==> src/rtl/pc_unit_pkg.sv <==
// pc_unit_pkg: default PC unit constants and next-PC source indices
package pc_unit_pkg;
  localparam int DEF_WIDTH = 32;
  localparam logic [31:0] DEF_RESET_PC = 32'h0000_0000;
  localparam logic [31:0] DEF_EXC_VECTOR = 32'h0000_0000;
  localparam int DEF_EPC_OFFSET = 4;
  localparam int PC_SRC_ALU = 0;
  localparam int PC_SRC_ALUOUT = 1;
  localparam int PC_SRC_JUMP = 2;
  localparam int PC_SRC_EPC = 3;
endpackage

==> src/rtl/pc_src_mux.sv <==
// pc_src_mux: combinational NUM_SRC-way next-PC selector with in-range flag
module pc_src_mux #(
  parameter int WIDTH = 32,
  parameter int NUM_SRC = 4,
  parameter int SEL_W = $clog2(NUM_SRC)
) (
  input  logic [SEL_W-1:0]         sel,
  input  logic [NUM_SRC*WIDTH-1:0] data,
  output logic [WIDTH-1:0]         target,
  output logic                     valid
);
  assign valid = 32'(sel) < 32'(NUM_SRC);
  // pick the addressed source; out-of-range selects yield zero and valid=0
  always_comb begin
    target = '0;
    for (int i = 0; i < NUM_SRC; i++)
      if (sel == SEL_W'(i)) target = data[i*WIDTH +: WIDTH];
  end
endmodule

==> src/rtl/pc_next_unit.sv <==
// pc_next_unit: PC/EPC registers with prioritised exception, return and checked loads
module pc_next_unit import pc_unit_pkg::*; #(
  parameter int WIDTH = DEF_WIDTH,
  parameter int NUM_SRC = 4,
  parameter int SEL_W = $clog2(NUM_SRC),
  parameter logic [WIDTH-1:0] RESET_PC = WIDTH'(DEF_RESET_PC),
  parameter logic [WIDTH-1:0] EXC_VECTOR = WIDTH'(DEF_EXC_VECTOR),
  parameter int EPC_OFFSET = DEF_EPC_OFFSET,
  parameter bit ALIGN_CHECK = 1'b1
) (
  input  logic                     clk,
  input  logic                     reset,
  input  logic [SEL_W-1:0]         src_sel,
  input  logic [NUM_SRC*WIDTH-1:0] src_data,
  input  logic                     pc_write,
  input  logic                     pc_write_cond,
  input  logic                     cond_taken,
  input  logic                     exc_req,
  input  logic                     eret,
  output logic [WIDTH-1:0]         pc,
  output logic [WIDTH-1:0]         epc,
  output logic                     pc_loaded,
  output logic                     addr_err,
  output logic                     sel_err
);
  logic [WIDTH-1:0] target;
  logic target_ok;
  logic load_req;
  logic misaligned;
  pc_src_mux #(.WIDTH(WIDTH), .NUM_SRC(NUM_SRC), .SEL_W(SEL_W)) u_mux (
    .sel(src_sel),
    .data(src_data),
    .target(target),
    .valid(target_ok)
  );
  assign load_req = pc_write | (pc_write_cond & cond_taken);
  assign misaligned = ALIGN_CHECK && (target[1:0] != 2'b00);
  // exception entry beats return beats load; rejected loads hold pc and pulse an error
  always_ff @(posedge clk) begin
    if (reset) begin
      pc <= RESET_PC;
      epc <= '0;
      pc_loaded <= 1'b0;
      addr_err <= 1'b0;
      sel_err <= 1'b0;
    end else begin
      pc_loaded <= 1'b0;
      addr_err <= 1'b0;
      sel_err <= 1'b0;
      if (exc_req) begin
        epc <= pc - WIDTH'(EPC_OFFSET);
        pc <= EXC_VECTOR;
        pc_loaded <= 1'b1;
      end else if (eret) begin
        pc <= epc;
        pc_loaded <= 1'b1;
      end else if (load_req) begin
        if (!target_ok) sel_err <= 1'b1;
        else if (misaligned) addr_err <= 1'b1;
        else begin
          pc <= target;
          pc_loaded <= 1'b1;
        end
      end
    end
  end
endmodule

==> config.mk <==
export PLATFORM = sky130hd
export DESIGN_NAME = pc_next_unit
export DESIGN_NICKNAME = d
export VERILOG_FILES = /design/src/rtl/pc_unit_pkg.sv /design/src/rtl/pc_src_mux.sv /design/src/rtl/pc_next_unit.sv
export SDC_FILE = /design/constraint.sdc
export NUM_CORES = 1
export LEC_CHECK = 0
export ABC_AREA = 1
export CORE_ASPECT_RATIO = 1.2
export CORE_MARGIN = 3
export CORE_UTILIZATION = 38
export DETAILED_ROUTE_END_ITERATION = 8
export GPL_TIMING_DRIVEN = 0
export PLACE_DENSITY = 0.77
export SYNTH_ARGS = -nofsm -noshare
export SYNTH_HDL_FRONTEND = slang
export SYNTH_SLANG_ARGS = --single-unit
==> constraint.sdc <==
create_clock -name clk -period 1.4 [get_ports clk]
set_input_delay 0.21 -clock clk [delete_from_list [all_inputs] [get_ports clk]]
set_output_delay 0.21 -clock clk [all_outputs]
set_load 0.03 [all_outputs]
Word level (Yosys, flattened, before mapping). Cells that the tools add are included.

Bits in registers: 66. Input port bits: 137. Word-level logic and storage cells: 30.

Add/subtract/negate cells: 1. Eq/ne operators: 4. Multiplexer cells: 12. Bitwise gates (word level): 3. Reduce and logical (&&, ||, !) cells: 6.

Operators by type and width (number): 32-bit 2-to-1 mux (7); 32-bit by 3-bit subtractor with 32-bit output (second input constant) (1); 1-bit 2-to-1 mux (5); 2-bit equality test (second input constant) (2); 2-bit nonzero test (2); 4-bit OR reduction (1); 2-bit by 1-bit equality test with 1-bit output (second input constant) (1); 2-bit zero test (1); 2-bit != test (second input constant) (1); 2-bit AND reduction (1); 2-bit OR reduction (1); 1-bit bitwise AND (1); 1-bit inverter (1); 1-bit OR (1).

Logic depth before layout (Yosys ltp). Gate-level depths: netlist of the first run.

Depth after elaboration: 10. Gate-level depth with buffers: 10.

Hierarchy. A second synthesis of the first run with hierarchy kept.

Cell total of the unflattened synthesis: 783. Area, all modules: 4642.0 um^2.

Modules (own cells, without submodules): pc_next_unit (times used 1, cells each 595, area an instance 3662.3 um^2, seq. area each 1341.3 um^2); pc_src_mux (times used 1, cells each 188, area an instance 979.7 um^2, seq. area each 0.0 um^2).

Worst setup path before layout of the first run. No wires, ideal clock.

Path type: flip-flop to flip-flop. Start: register pc[2]. End: register epc[24]. Arrival: 1.565 ns. Required time: 1.291 ns. Setup slack: -0.274 ns. Cell stages (with the launch flop): 10. Path buffers: 0. Path through: dfxtp_1 > inv_1 > ha_1 > nand3_1 > nor2_2 > nand3_1 > o21ai_0 > nand3_1 > nand2_1 > inv_1.

Cells in the longest elaborated chain, start to end: 1.

RTL lines: from (decl) (RTL line pc_next_unit.sv:20) `output logic [WIDTH-1:0] pc,`; from (signal assigned) (RTL line pc_next_unit.sv:55) `pc <= epc;`; from (signal assigned) (RTL line pc_next_unit.sv:61) `pc <= target;`; 32-bit by 3-bit subtractor with 32-bit output (RTL line pc_next_unit.sv:51) `epc <= pc - WIDTH'(EPC_OFFSET);`; to (signal assigned) (RTL line pc_next_unit.sv:51); to (decl) (RTL line pc_next_unit.sv:21) `output logic [WIDTH-1:0] epc,`.

Every way passes these cells. A chain may end at the register's enable or synchronous reset.

Worst setup path in the final report of the first run.
Start: register pc[8]. End: register epc[11].

The elaborated chain is that of the path after synthesis.

==> results of run 1 <==
-- metrics by stage --
step	cell area (um2)	std cells	hold WS, ns
4_1_cts	7152	1167	0.3929
2_1_floorplan	4577	786	0.3867
3_3_place_gp	6751	1138	0.4563
6_report	7400	1176	0.3982
3_5_place_dp	6751	1138	0.4534
5_1_grt	7400	1176	0.4344
-- state kept, by name, indices dropped and copies added, names as in the netlist --
| signal | count |
|---|---|
| pc | 32 |
| pc_loaded | 1 |
| epc | 32 |
| addr_err | 1 |
-- area by class of cell --
cell class	instances	area (um2)	share of cell area, %
Inverter	54	207.7	2.807
Tap cell	154	192.7	2.604
Timing Repair Buffer	220	2062	27.87
Clock inverter	6	40.04	0.5411
Multi-Input combinational cell	616	3015	40.75
Sequential cell	66	1355	18.31
Clock buffer	10	250.2	3.382
Buffer	50	276.5	3.737
-- routing by layer --
metal	vias up	track usage, %	wire length [um]
li1	2986	-	-
met1	2774	33.82	7479
met2	310	48.39	9926
met3	63	5.979	1601
met4	0	10.58	797
met5	-	0	0
-- timing repair --
| item | CTS | global route |
|---|---|---|
| cloned | 0 | 1 |
| setup buffers | 13 | 8 |
| gates resized for setup | 109 | 106 |
| endpoints found under the setup margin | 96 | 76 |
| pin swaps | 13 | 16 |
| hold endpoints to repair | 0 | 0 |
| hold buffers | 0 | 0 |
-- path summary, 6_finish.rpt --
| kind | endpoint | slack (ns) |
|---|---|---|
| worst max register to register | epc[11] | -0.12 |
| worst min register to register | pc[1] | 0.47 |
| worst min-delay path | addr_err | 0.40 |
| worst max-delay path | epc[11] | -0.12 |
-- power breakdown --
part	internal, mW	switching, mW	leakage, nW
clock network	1.30	0.888	0.132
logic	1.17	1.51	2.81
registers	2.01	0.149	0.552
total	4.48	2.55	3.49
-- cell families after synthesis --
group | count (synthesis) | synth area share (%)
buf+inv | 104 | 9.816
xor+xnor | 12 | 2.336
simple gates | 495 | 46.02
flops | 66 | 29.37
fa+ha+maj | 1 | 0.2780
other cells | 1 | 0.08335
compound gates | 107 | 12.10
-- worst max-delay path, cell delays in order, from the launching register on --
cell,delay (ns)
dfxtp_4,0.36
nor2_4,0.12
nand2_2,0.07
nor2_4,0.23
buf_6,0.15
nand2_2,0.05
o21ai_1,0.15
nand3_1,0.15
nand2_1,0.10
inv_1,0.04
-- cell usage after synthesis (all sizes together) --
cell type,n
o21ai,61
o221ai,2
conb,1
inv,54
dfxtp,66
nand4,3
nor2,151
buf,20
ha,1
or2,2
nand3b,2
a21oi,43
nand2,213
xnor2,7
a31oi,1
clkbuf,30
nand3,124
xor2,5
==> results.yml, run 1 <==
worst_setup_path:
  worstPathMaxFanout: 4
  crit_start: "pc[8]"
  cp.required_ns: 1.63
  critPathCaptureType: "register"
  critPathArrivalTime_ns: 1.75
  reg2reg_from: "pc[8]"
  reg2regPathDepth: 9
  crit_type: "register to register"
  startpoint_type: "register"
timing:
  finalCritPeriodShare_pct: 108.6
  layout_setup_ws_ns: -0.1205
  tightest_slew_ns: 0.6296
  finalClockSkew_ns: 0.007685
  rsz0062_at_grt: "yes"
  min_period_ns: 1.520
  hold_viol: 0
  setup_tns_ns: -0.9710
  report.final.slew_viol_count: 0
  fmaxAchievable_ghz: 0.6577
  finalSetupViolations: 18
  relSlewSlack_pct: 58.03
finish:
  diodes: 0
  n_fill_cell: 1053
  synthToLayoutAreaGrowth_pct: 64.46
  final_util_pct: 65.49
  drive_above_1_share_pct: 15.85
  fin_nets: 1155
  layout_common_cells: "198 x nand2_1, 131 x clkdlybuf4s50_1, 124 x nor2_1"
  final_common_cell: "nand2_1"
placed_design:
  dp_hpwl_mm: 14.49
  portBuffers: 198
  place_congestion: 0.9446
  pre_cts_slack_ns: -0.3963
min_path:
  hp-class: "primary input to register"
  whs_path_depth: 5
  min_from: "src_sel[1]"
cts:
  htree_levels: 3
  clk_latency_ns: 0.34
  cts_sinks: 66
  clkTransAtPathRegs_ns: 0.05
  cts_root_buffer: "clkbuf_16"
  numCtsBuffers: 9
  cts_tree: "yes"
  clockBufferDepth: 2
floorplan:
  die_x_um: 105.3
  io_pins: 204
  rows: 42
  start_util_pct: 39.82
  die_area_mm2: 0.01319
  dieHeight_um: 125.2
  core_mm2: 0.01130
job:
  drv_cap: 0
synthesis:
  synth.area.top_cells: "dfxtp_1 29%, nand2_1 18%, nand3_1 14%"
  synth.largest_area_cell: "dfxtp_1"
  netlist_instances: 786
  yosysTopAreaCellShare_pct: 29.37
  syn_avg_cell_area_um2: 5.724
  yosysWarnings: 0
  synth_area_mm2: 0.004499
  synth_cell_types: 27
  yosysSeqAreaShare_pct: 29.37
  syn_nets: 924
  synth_seq_cells: 66
status:
  violations: "setup timing"
  status: "complete, but fails checks"
pwr:
  ir_worst_vdd_v: 0.0006783
  leakage_nw: 3.494
  power.density_mw_per_mm2: 949.5
  p_total_mw: 7.026
global_route:
  overflow: 0
  grt_pass1_vias: 5601
  grt_usage_pct: 27.98
  grt_max_degree: 13
  grt_pass1_wl_mm: 29.20
  antenna_found_initial: 0
detailed_routing:
  vias: 6133
  via_per_inst: 5.215
  drtPass1Iterations: 6
  detail_route.wl_per_cell_um: 16.84
  routed_wl_mm: 19.80
  drtAntennaViolNets: 0
  drcViolationCount: 0
  drt_iter0_markers: 474
Note: power is estimated with default switching activity, not from simulation.
==> run 2, diff against run 1 <==
Clock period 1.4 ns to 1.3 ns, I/O delays scaled along.
==> run 2 against run 1 <==
  * The flow still finishes with violations (setup timing)
  * Final cell count is 0.68% higher
  * Sequential share of layout area is 0.29 points lower
  * Count of clock-buffer cells in the layout is 4 higher
  * Critical endpoint is now epc[25]
==> results.yml, run 2 (same netlist as run 1, synthesis figures left out) <==
finish:
  synthToLayoutAreaGrowth_pct: 68.49
  fin_nets: 1164
  final_common_cell: "nand2_1"
  layout_common_cells: "193 x nand2_1, 129 x clkdlybuf4s50_1, 123 x nor2_1"
  diodes: 0
  multi_input_area_mm2: 0.003123
  n_fill_cell: 985
  drive_above_1_share_pct: 21.46
  regArea_mm2: 0.001366
  final_area_mm2: 0.007581
  reg.largest.list: "epc: 32 flops, pc: 32 flops"
worst_setup_path:
  reg2reg_slack_ns: -0.26
  critPathArrivalTime_ns: 1.84
  startpoint_type: "register"
  reg2reg_from: "pc[8]"
  crit_path_end: "epc[25]"
  cp.required_ns: 1.58
  reg2regPathDepth: 10
  worstReg2RegEnd: "epc[25]"
  crit_type: "register to register"
  crit_start: "pc[8]"
  worstPathMaxFanout: 6
  critPathCaptureType: "register"
cts:
  cts_sinks: 66
  clockBufferDepth: 2
  numCtsBuffers: 9
  cts_tree: "yes"
  cts_root_buffer: "clkbuf_16"
  htree_levels: 3
  clk_latency_ns: 0.33
  clkTransAtPathRegs_ns: 0.06
placed_design:
  portBuffers: 198
  place_congestion: 0.9560
  placed_area_mm2: 0.006793
  dp_hpwl_mm: 14.59
floorplan:
  rows: 42
  dieHeight_um: 125.2
  die_area_mm2: 0.01319
  start_util_pct: 39.82
  io_pins: 204
  core_mm2: 0.01130
  die_x_um: 105.3
detailed_routing:
  vias: 6279
  drt_iter0_markers: 452
  drtAntennaViolNets: 0
  via_per_inst: 5.303
  drcViolationCount: 0
  routed_wl_mm: 20.49
  detail_route.wl_per_cell_um: 17.31
  drtPass1Iterations: 6
global_route:
  antenna_found_initial: 0
  grt_usage_pct: 28.11
  grt_max_degree: 11
  overflow: 0
  grt_pass1_wl_mm: 29.57
  grt_pass1_vias: 5720
timing:
  rsz0062_at_grt: "yes"
  fmaxAchievable_ghz: 0.6406
  layout_setup_ws_ns: -0.2610
  hold_viol: 0
  finalCritPeriodShare_pct: 120.1
  tightest_slew_ns: 0.6336
  finalClockSkew_ns: 0.006732
  report.final.slew_viol_count: 0
  relSlewSlack_pct: 57.76
  finalSetupViolations: 24
  min_period_ns: 1.561
status:
  status: "complete, but fails checks"
  violations: "setup timing"
pwr:
  ir_worst_vdd_v: 0.0007579
  p_total_mw: 7.486
  leakage_nw: 3.473
  power.density_mw_per_mm2: 987.5
min_path:
  hp-class: "primary input to register"
job:
  drv_cap: 0
run 2: changes by cell type in the layout (fill, tap and decap cells not counted), moves of 4 or more:
| cell | previous run | this run |
|---|---|---|
| clkinvlp_4 | 4 | 0 |
| nand3_1 | 117 | 110 |
| nand2_1 | 198 | 193 |
| clkdlybuf4s15_2 | 1 | 17 |
| clkdlybuf4s15_1 | 4 | 16 |
| dfxtp_1 | 49 | 44 |
| nor2_4 | 13 | 17 |
| buf_4 | 17 | 24 |
| nand3_2 | 4 | 10 |
| clkbuf_2 | 24 | 35 |
| dlygate4sd2_1 | 46 | 4 |
| buf_2 | 8 | 16 |
run 2: where the power goes:
group          switching [mW]  internal (mW)  total (mW)  leakage, nW
Combinational            1.69           1.32        3.01         2.80
Clock                   0.865           1.28        2.14        0.121
Sequential              0.163           2.17        2.33        0.555
run 2: worst min path at each step:
stage	to	depth (start not counted)	startpoint
finish	epc[7]	5	exc_req
detailed placement	epc[2]	1	pc[2]
global placement	pc[0]	2	epc[0]
global route	addr_err	5	src_data[33]
CTS	epc[7]	5	exc_req
floorplan	addr_err	3	reset
run 2: layout make-up:
cell class / instances / area share [%]
Inverter: 54 / 2.839
Clock inverter: 1 / 0.06602
Sequential cell: 66 / 18.02
Tap cell: 154 / 2.542
Buffer: 50 / 3.879
Clock buffer: 14 / 3.218
Multi-Input combinational cell: 616 / 41.19
Timing Repair Buffer: 229 / 28.24
run 2: critical path, cell delays in order, from the launching register on:
cell	delay (ns)
dfxtp_4	0.36
nor2_4	0.12
nand2_2	0.08
nor2_4	0.28
nand2_4	0.12
nor2_4	0.15
buf_6	0.12
nand3b_1	0.07
nand3_1	0.09
nand2_1	0.07
inv_1	0.05
run 2: repair_timing:
item,in CTS,in global routing
pin swaps,20,33
endpoints found under the setup margin,118,110
endpoints found under the hold margin,0,0
buffers inserted,15,13
gates resized for setup,173,164
cloned,1,2
hold buffers,0,0
run 2: stage by stage:
| stage | cells | util, % | worst slack, ns | setup TNS [ns] | hold slack, ns |
|---|---|---|---|---|---|
| after global placement | 1138 | 60.12 | -0.4253 | -21.16 | 0.4680 |
| final | 1184 | 67.10 | -0.2610 | -3.849 | 0.4237 |
| after detailed placement | 1138 | 60.12 | -0.4569 | -22.31 | 0.4677 |
| after global routing | 1184 | 67.10 | -0.3213 | -5.747 | 0.4842 |
| after CTS | 1169 | 64.35 | -0.1709 | -2.174 | 0.4162 |
| after floorplan | 786 | - | -0.06603 | -0.1432 | 0.3717 |
run 2: per-layer routing:
| metal | wire (um) | vias to the layer above | track usage, % | share of wire [%] |
|---|---|---|---|---|
| met4 | 1070 | 0 | 10.89 | 5.2 |
| met5 | 0 | - | 0 | 0 |
| met2 | 10260 | 353 | 48.65 | 50 |
| li1 | - | 3003 | - | - |
| met3 | 1530 | 84 | 5.103 | 7.5 |
| met1 | 7632 | 2839 | 34.39 | 37 |
